==> src/rtl/mem_arbiter_pkg.sv <==
// ============================================================================
// Module : mem_arbiter_pkg
// Brief  : Shared types for the system RAM arbiter (states, port ids, tags).
// Rev    : 1.0  initial release
// ============================================================================
`default_nettype none

package mem_arbiter_pkg;

    localparam int WORD_W = 8;

    typedef logic [WORD_W-1:0] word_t;

    typedef enum logic {
        ARB  = 1'b0,
        LOCK = 1'b1
    } e_arb_state;

    typedef enum logic {
        PORT_CPU = 1'b0,
        PORT_DMA = 1'b1
    } e_arb_port;

    typedef struct packed {
        logic      valid;
        e_arb_port port;
    } rd_tag_t;

    function automatic logic [15:0] sat_inc16(input logic [15:0] val, input logic en);
        logic [15:0] res;
        res = val;
        if (en && (val != 16'hFFFF)) begin
            res = val + 16'd1;
        end
        return res;
    endfunction

endpackage

`default_nettype wire

==> src/rtl/mem_arbiter_starve_cnt.sv <==
// ============================================================================
// Module : mem_arbiter_starve_cnt
// Brief  : Saturating wait counter; flags when the wait reaches MAX cycles.
// Rev    : 1.0  initial release
// ============================================================================
`default_nettype none

module mem_arbiter_starve_cnt #(
    parameter int MAX   = 4,
    parameter int CNT_W = $clog2(MAX + 1)
) (
    input  logic clk,
    input  logic rst,
    input  logic i_inc,
    input  logic i_clr,
    output logic o_at_max
);

    localparam logic [CNT_W-1:0] CNT_MAX = CNT_W'(MAX);

    logic [CNT_W-1:0] cnt_q;
    logic [CNT_W-1:0] cnt_d;

    always_comb begin
        cnt_d = cnt_q;
        if (i_clr) begin
            cnt_d = '0;
        end else if (i_inc && (cnt_q != CNT_MAX)) begin
            cnt_d = cnt_q + CNT_W'(1);
        end
    end

    always_ff @(posedge clk or negedge rst) begin
        if (!rst) begin
            cnt_q <= '0;
        end else begin
            cnt_q <= cnt_d;
        end
    end

    assign o_at_max = (cnt_q == CNT_MAX);

endmodule

`default_nettype wire

==> src/rtl/mem_arbiter.sv <==
// ============================================================================
// Module : mem_arbiter
// Brief  : Single-port RAM arbiter between CPU (port 0) and loader/DMA (port 1)
//          with starvation forcing and port-1 burst lock.
// Config : MEM_ARB_STATS_EN adds stat_conflict / stat_p1_wait counters.
// Rev    : 1.0  initial release
// ============================================================================
`default_nettype none

module mem_arbiter
    import mem_arbiter_pkg::*;
#(
    parameter int ADDR_W     = 8,
    parameter int DATA_W     = 8,
    parameter int STARVE_MAX = 4,
    parameter int BURST_MAX  = 8
) (
    input  logic              clk,
    input  logic              rst,

    input  logic              p0_req,
    input  logic              p0_we,
    input  logic [ADDR_W-1:0] p0_addr,
    input  logic [DATA_W-1:0] p0_wdata,
    output logic              p0_gnt,
    output logic              p0_rvalid,
    output logic [DATA_W-1:0] p0_rdata,

    input  logic              p1_req,
    input  logic              p1_we,
    input  logic [ADDR_W-1:0] p1_addr,
    input  logic [DATA_W-1:0] p1_wdata,
    input  logic              p1_lock,
    output logic              p1_gnt,
    output logic              p1_rvalid,
    output logic [DATA_W-1:0] p1_rdata,

    output logic [ADDR_W-1:0] mem_addr,
    output logic              mem_wr_en,
    output logic [DATA_W-1:0] mem_wr_data,
    input  logic [DATA_W-1:0] mem_rd_data,

    output logic              p0_stall
`ifdef MEM_ARB_STATS_EN
    ,
    output logic [15:0]       stat_conflict,
    output logic [15:0]       stat_p1_wait
`endif
);

    localparam int                 BURST_W   = $clog2(BURST_MAX + 1);
    localparam logic [BURST_W-1:0] BURST_LIM = BURST_W'(BURST_MAX);

    e_arb_state        state_q;
    e_arb_state        state_d;
    logic [BURST_W-1:0] burst_q;
    logic [BURST_W-1:0] burst_d;
    rd_tag_t           tag_q;
    rd_tag_t           tag_d;
    logic [ADDR_W-1:0] addr_q;
    logic [ADDR_W-1:0] addr_d;
    logic [DATA_W-1:0] wdata_q;
    logic [DATA_W-1:0] wdata_d;

    logic gnt0_raw;
    logic gnt1_raw;
    logic gnt0;
    logic gnt1;
    logic p1_starved;

    mem_arbiter_starve_cnt #(
        .MAX (STARVE_MAX)
    ) u_starve (
        .clk      (clk),
        .rst      (rst),
        .i_inc    (p1_req & ~gnt1),
        .i_clr    (gnt1 | ~p1_req),
        .o_at_max (p1_starved)
    );

    // Leaving LOCK hands the exit cycle to port 0 only, so a held lock can
    // never exceed BURST_MAX back-to-back port 1 grants.
    always_comb begin
        state_d  = state_q;
        burst_d  = burst_q;
        gnt0_raw = 1'b0;
        gnt1_raw = 1'b0;
        case (state_q)
            ARB: begin
                if (p0_req && !p1_starved) begin
                    gnt0_raw = 1'b1;
                end else if (p1_req) begin
                    gnt1_raw = 1'b1;
                    if (p1_lock) begin
                        state_d = LOCK;
                        burst_d = BURST_W'(1);
                    end
                end
            end
            LOCK: begin
                if (p1_req && p1_lock && (burst_q < BURST_LIM)) begin
                    gnt1_raw = 1'b1;
                    burst_d  = burst_q + BURST_W'(1);
                end else begin
                    gnt0_raw = p0_req;
                    state_d  = ARB;
                    burst_d  = '0;
                end
            end
            default: begin
                state_d = ARB;
                burst_d = '0;
            end
        endcase
    end

    // Grants are combinational, so they are held off while reset is asserted.
    assign gnt0 = gnt0_raw & rst;
    assign gnt1 = gnt1_raw & rst;

    always_comb begin
        mem_addr    = addr_q;
        mem_wr_data = wdata_q;
        mem_wr_en   = 1'b0;
        if (gnt1) begin
            mem_addr    = p1_addr;
            mem_wr_data = p1_wdata;
            mem_wr_en   = p1_we;
        end else if (gnt0) begin
            mem_addr    = p0_addr;
            mem_wr_data = p0_wdata;
            mem_wr_en   = p0_we;
        end
        addr_d      = mem_addr;
        wdata_d     = mem_wr_data;
        tag_d.valid = (gnt0 & ~p0_we) | (gnt1 & ~p1_we);
        tag_d.port  = gnt1 ? PORT_DMA : PORT_CPU;
    end

    always_ff @(posedge clk or negedge rst) begin
        if (!rst) begin
            state_q <= ARB;
            burst_q <= '0;
            tag_q   <= '{valid: 1'b0, port: PORT_CPU};
            addr_q  <= '0;
            wdata_q <= '0;
        end else begin
            state_q <= state_d;
            burst_q <= burst_d;
            tag_q   <= tag_d;
            addr_q  <= addr_d;
            wdata_q <= wdata_d;
        end
    end

    assign p0_gnt    = gnt0;
    assign p1_gnt    = gnt1;
    assign p0_rvalid = tag_q.valid & (tag_q.port == PORT_CPU);
    assign p1_rvalid = tag_q.valid & (tag_q.port == PORT_DMA);
    assign p0_rdata  = p0_rvalid ? mem_rd_data : '0;
    assign p1_rdata  = p1_rvalid ? mem_rd_data : '0;
    assign p0_stall  = p0_req & ~gnt0 & rst;

`ifdef MEM_ARB_STATS_EN
    logic [15:0] conflict_q;
    logic [15:0] conflict_d;
    logic [15:0] p1_wait_q;
    logic [15:0] p1_wait_d;

    always_comb begin
        conflict_d = sat_inc16(conflict_q, p0_req & p1_req);
        p1_wait_d  = sat_inc16(p1_wait_q, p1_req & ~gnt1);
    end

    always_ff @(posedge clk or negedge rst) begin
        if (!rst) begin
            conflict_q <= '0;
            p1_wait_q  <= '0;
        end else begin
            conflict_q <= conflict_d;
            p1_wait_q  <= p1_wait_d;
        end
    end

    assign stat_conflict = conflict_q;
    assign stat_p1_wait  = p1_wait_q;
`endif

endmodule

`default_nettype wire

==> config.mk <==
export PLATFORM = sky130hd
export DESIGN_NAME = mem_arbiter
export DESIGN_NICKNAME = d
export VERILOG_FILES = /design/src/rtl/mem_arbiter_pkg.sv /design/src/rtl/mem_arbiter_starve_cnt.sv /design/src/rtl/mem_arbiter.sv
export SDC_FILE = /design/constraint.sdc
export NUM_CORES = 1
export LEC_CHECK = 0
export ABC_AREA = 1
export CORE_AREA = 2 2 71 73
export CTS_CLUSTER_SIZE = 30
export DETAILED_ROUTE_END_ITERATION = 12
export DIE_AREA = 0 0 73 75
export PLACE_DENSITY = 0.75
export SETUP_SLACK_MARGIN = 0.1
export SLEW_MARGIN = 20
export SYNTH_ARGS = -nofsm -noshare
export SYNTH_HDL_FRONTEND = slang
export SYNTH_SLANG_ARGS = --single-unit
==> constraint.sdc <==
create_clock -name clk -period 1.85 [get_ports clk]
set_clock_uncertainty 0.15 [all_clocks]
set_input_delay 0.2775 -clock clk [delete_from_list [all_inputs] [get_ports clk]]
set_output_delay 0.2775 -clock clk [all_outputs]
set_load 0.02 [all_outputs]
==> results.ini <==
[run_status]
status = finished, violations left
violations = setup timing

[clocking]
cts_tree = built
cts_buffers = 3
cts.sinks = 26
h-tree-depth = 1
clkTransAtPathRegs_ps = 90
clock_tree.root_cell = clkbuf_8
clk_latency_ps = 270
ctsHoldBuffers = 0
clockBufferDepth = 2

[power]
swShare_pct = 35.4
p_leak_nw = 1.68
p_int_mw = 1.62
clkPwrFrac_pct = 19.1
p_seq_share_pct = 28.9
power_mw = 2.51
power_per_cell_area_mw_per_mm2 = 771
p_sw_mw = 0.887
peakVddDrop_mv = 0.664
combPwrFrac_pct = 52.0

[worst_setup_path]
critPathBufInv = 3
r2r_cells = 11
path_cells = inv_2 > ha_4 > nand2_4 > nand2_4 > nand2_8 > nand2_8 > nand2_8 > buf_12 > nand3_4 > nand2_4 > buf_6
cp_slowest_cell = dfrtp_1
crit_fanout = 7
rrSetupSlack_ps = 110
worstReg2RegStart = u_starve.cnt_q[0]
worstPathArrival_ps = 1770
cp-start-kind = register
rr_endpoint = u_starve.cnt_q[0]
worstSetupPathType = reg2out
max_stage_delay_ps = 400
crit_path_end_kind = output port
path_delay_family = simple AND/OR/NAND/NOR gates
cp.required_ps = 1420

[timing]
min_period_over_period_pct = 119
slew-limit-headroom_pct = 76.1
fin_tns_setup_ps = -6040
fmax_mhz = 456
finalCriticalPeriod_ps = 2190
rsz0062_at_grt = true
setup_slack_ps = -343
drv_slew = 0
max_slew.worst_pin.slew_ps = 357
hold_viol = 0
finalSetupViolCount = 20

[layout]
area_growth_pct = 97.6
finalNetCount = 390
n_fill_cell = 369
stdcell_count = 393
n_antenna_cell = 0
seqCellArea_um2 = 652
final_area_mm2 = 0.00325
multi_input_area_mm2 = 0.00109
post_route_cells_drive_above_1_share_pct = 40.7

[synthesis]
syn_nets = 275
synth.cell_area_mm2 = 0.00165
synth.most_common_cell = nand2_1
synth.avg_cell_area_um2 = 7.31
synth_top_flop_cell = dfrtp_1
syn_inst = 225
synth_edf_count = 0
synth_seq_cells = 26
synth.cells.most_frequent = nand2_1 (61), inv_1 (51), dfrtp_1 (26)
yosysSeqAreaShare_pct = 39.5
synthTopCellsByArea = dfrtp_1 (40%), nand2_1 (14%), inv_1 (12%)
yosys_warnings = 0
synth_top_area_cell = dfrtp_1
yosysTopAreaCellShare_pct = 39.5
synth_cell_type_count = 25
async_reset_ff_share_pct = 100

[floorplan]
rows = 25
start_util_pct = 35.3
core_mm2 = 0.00466
dieHeight_um = 75
die_w_um = 73
ioPinCount = 85
dieArea_mm2 = 0.00548

[placed_design]
hpwl_um = 3390
gp_routability_congestion = 0.802
dp_worst_setup_slack_ps = -799
placed_cell_area_mm2 = 0.00281
place_inst = 379
portBuffers = 84

[global_routing]
globalRouteTotalUtil_pct = 19.4
grt_pass1_vias = 1876
grt_pass1_wl_um = 8320
grt_start_max_net_pins = 27
grt_overflow = 0
antenna_found_initial = 0

[route]
drc = 0
dr.pass1.iters = 4
drt-initial-drc-count = 44
num_vias = 1851
wl_per_cell_um = 12.8
routed_wl_um = 5030
vias_per_cell = 4.71
postRouteAntennaNets = 0

[hold_path]
min_path_type = in2async

[flow_run]
max_cap_violations = 0

-- metrics by stage --
step / hold WS [ps] / utilization (%)
2_1_floorplan: -168 / -
3_3_place_gp: 334 / 60.3
3_5_place_dp: 346 / 60.3
4_1_cts: 294 / 70.5
5_1_grt: 308 / 69.8
6_report: 279 / 69.8
-- final cells by class --
cell class | count | share of cell area, %
Timing Repair Buffer | 116 | 35.4
Multi-Input combinational cell | 140 | 33.6
Sequential cell | 26 | 20.0
Inverter | 53 | 6.69
Tap cell | 54 | 2.08
Clock buffer | 3 | 1.27
Clock inverter | 1 | 0.923
-- sequential cells by signal, indices dropped and copies added (netlist names) --
name,flops
addr_q,8
u_starve.cnt_q,3
wdata_q,8
tag_q,2
burst_q,4
state_q,1
-- placed cells by master (no fill, tap or decap), drive strengths merged --
cell           Yosys  final
nand2             64     64
buf                7     55
inv               53     53
clkdlybuf4s50      0     44
dfrtp             26     26
nor2              21     21
nand3             20     21
nand4             17     17
dlygate4sd2        0      9
clkbuf             0      8
a21oi              5      5
o21ai              3      3
ha                 3      3
clkdlybuf4s15      0      3
xnor2              2      2
o22ai              1      1
nor3               1      1
a31oi              1      1
xor2               1      1
bufinv             0      1
-- worst max path at each step --
stage | start | endpoint | slack (ps) | cells past startpoint
floorplan | u_starve.cnt_q[1] | mem_addr[1] | 50 | 11
global placement | p0_req | mem_wr_data[3] | -770 | 8
detailed placement | p0_req | mem_wr_data[1] | -800 | 8
CTS | u_starve.cnt_q[0] | mem_addr[1] | -350 | 11
global route | u_starve.cnt_q[0] | mem_wr_data[0] | -430 | 11
finish | u_starve.cnt_q[0] | mem_wr_data[3] | -340 | 11
-- power groups by stage --
stage               Sequential [mW]  Clock [mW]  Combinational, mW
floorplan                     0.727           0              0.586
global placement              0.730           0               1.02
CTS                           0.723       0.492               1.32
detailed placement            0.734           0               1.04
finish                        0.726       0.479               1.30
global route                  0.735       0.514               1.41
-- layer usage --
metal	share of wire, %	GRT usage, %	routed length, µm
met5	0	0	0
met4	1.3	7.20	66
met3	5.3	2.41	267
met2	54	37.7	2720
met1	39	21.4	1970
-- kinds of logic after synthesis --
group                    Yosys count  share of synthesized area (%)
XOR/XNOR                           3                           1.60
AO/OA/AOI/OAI                     10                           3.88
AND/OR/NAND/NOR                  123                           36.3
flip-flops                        26                           39.5
buffers and inverters             60                           16.4
adder cells (fa/ha/maj)            3                           2.28
-- what timing repair did --
action,4_1_cts,5_1_grt
resized for setup,213,24
setup buffers,13,1
cloned,2,0
setup endpoints to repair,41,39
pin swaps,34,4
(Power assumes the default switching activity.)
==> RTL edit, RTL diff (same settings) <==
Take the reset off `addr_q` and load it in a clocked block of its own.
--- a/src/rtl/mem_arbiter.sv
+++ b/src/rtl/mem_arbiter.sv
@@ -143,5 +143,4 @@
             burst_q <= '0;
             tag_q   <= '{valid: 1'b0, port: PORT_CPU};
-            addr_q  <= '0;
             wdata_q <= '0;
         end else begin
@@ -149,7 +148,10 @@
             burst_q <= burst_d;
             tag_q   <= tag_d;
-            addr_q  <= addr_d;
             wdata_q <= wdata_d;
         end
+    end
+
+    always_ff @(posedge clk) begin
+        addr_q <= addr_d;
     end
 
Check against the original RTL: differs if rst is asserted again (counterexample within 4 cycles, from zero or initial values and one cycle with rst low); with rst held inactive, the same outputs for 10 cycles.
==> RTL edit against the original RTL <==
The flow still finishes with violations (negative setup slack); synthesized cell count unchanged; clock power increased by 1%; hold slack improved by 0.082 ns; wire length increased by 14%; design area decreased by 0.42%; setup slack got worse by 0.032 ns; total power decreased by 0.39%; sequential cell count unchanged; area after synthesis decreased by 2.4%; critical path type unchanged; critical endpoint is now mem_addr[2]; largest cell class unchanged; largest power group unchanged.
==> RTL edit: results (changes against the original RTL) <==
Timing:
- The number of setup violations in the final report is 20 (unchanged).
- The smallest setup slack after layout is -0.375 ns (-0.0320 ns).
- The headroom to the max-slew limit was 0.741 (-0.0198).
- The sum of negative setup slack is -6.53 ns (-0.490 ns).

Clock network:
- The number of buffers inserted by hold repair at cts is 1 (+1).
- The post-cts sizing count is 189 (-11%).
- The register clock-pin slew on the reported worst setup and hold paths is about 0.1 ns.

Routing:
- The iteration-0 DRC count of the detailed router is 32 (-27%).
- The number of vias after detailed routing is 1,915 (+3.5%).
- The wire length per cell after detailed routing was 14.3 um (+12%).
- The sum of met3 wire segment lengths after detailed routing is 322 um (+21%).
- The detailed-route wire length on metal 1 is 2260 um (+15%).
- The routed length on met2 is 3000 um (+10%).
- The per-cell via count in the routed design is 4.78 (+1.4%).

Status:
- The run finished, with violations left.
- The final reports fail on negative setup slack.

Cells and area:
- The count of non-CTS buffers in the layout is 119 (+2.6%).
- The number of combinational gates with multiple inputs is 143 (+2.1%).
- The clock distribution area overhead in the final layout was 0.0220 (+0.0000932).
- The number of non-clock inverters is 55 (+3.8%).
- The number of inserted filler cells in the final layout is 364 (-1.4%).
- The area used by multi-input combinational logic came to 0.00107 mm2 (-1.9%).
- The final layout net count is 398 (+2.1%).
- The core utilization of the finished layout came to 0.695 (-0.00295).
- The fraction of final layout cells with drive strength greater than 1 is 0.401 (-0.00650).
- The area occupied by registers came to 612 um2 (-6.1%).

Pwr:
- The proportion of power drawn by the clock network is 0.194 (+0.003).
- The static leakage is 1.70 nW (+1.6%).
- The internal power is 1.59 mW (-1.6%).
- The maximum VDD drop came to 0.523 mV (-21%).

Worst hold path:
- The worst min-delay path class is flip-flop to flip-flop.

Synthesis:
- The part of the Yosys area used for sequential elements came to 0.380 (-0.0151).
- The distinct cell type count after synthesis is 26 (+4.0%).
- The share of async-settable or async-resettable flops after synthesis is 0.692 (-0.308).
- By count the netlist is led by nand2_1 (61), inv_1 (51), nor2_1 (20).

Placed design:
- The routability-driven placement congestion ratio was 0.800 (-0.29%).
- The placed wire-length estimate is 3470 um (+2.2%).
- The cell area after placement is 0.00277 mm2 (-1.4%).

Global route:
- The global-route met2 utilization is 0.376 (-0.00100).
- The largest net degree at the start of global routing is 20 (-26%).
- The total global-route track usage came to 0.209 (+0.0157).

Critical path:
- The worst-case register-to-register setup slack is 0.02 ns (-0.09 ns).
- The largest fanout on the critical path is 5 (-2).
- The biggest cell delay along the critical path is 0.42 ns (+0.02 ns).
- The endpoint identified for the worst register-to-register timing path is wdata_q[7].
- The data arrival time of the worst path came to 1.80 ns (+0.03 ns).
## RTL edit: cell types whose count changed after synthesis
cell / delta
dfxtp_1: +8
dfrtp_1: -8
## RTL edit: kinds of logic after synthesis
| family | Yosys count | synth area share |
|---|---|---|
| buffers and inverters | 60 | 0.168 |
| and+or+nand+nor | 123 | 0.372 |
| DFF | 26 | 0.380 |
| xor gates and xnor gates | 3 | 0.0164 |
| AOI/OAI and AO/OA | 10 | 0.0398 |
| adders and majority gates | 3 | 0.0234 |
## RTL edit: stage by stage
stage          worst slack, ns  hold slack, ns  power, mW
6_report                -0.375           0.361       2.50
4_1_cts                 -0.343           0.363       2.41
3_3_place_gp            -0.787           0.341       1.75
5_1_grt                 -0.432           0.384       2.64
2_1_floorplan           0.0517          -0.168       1.31
3_5_place_dp            -0.814           0.340       1.78
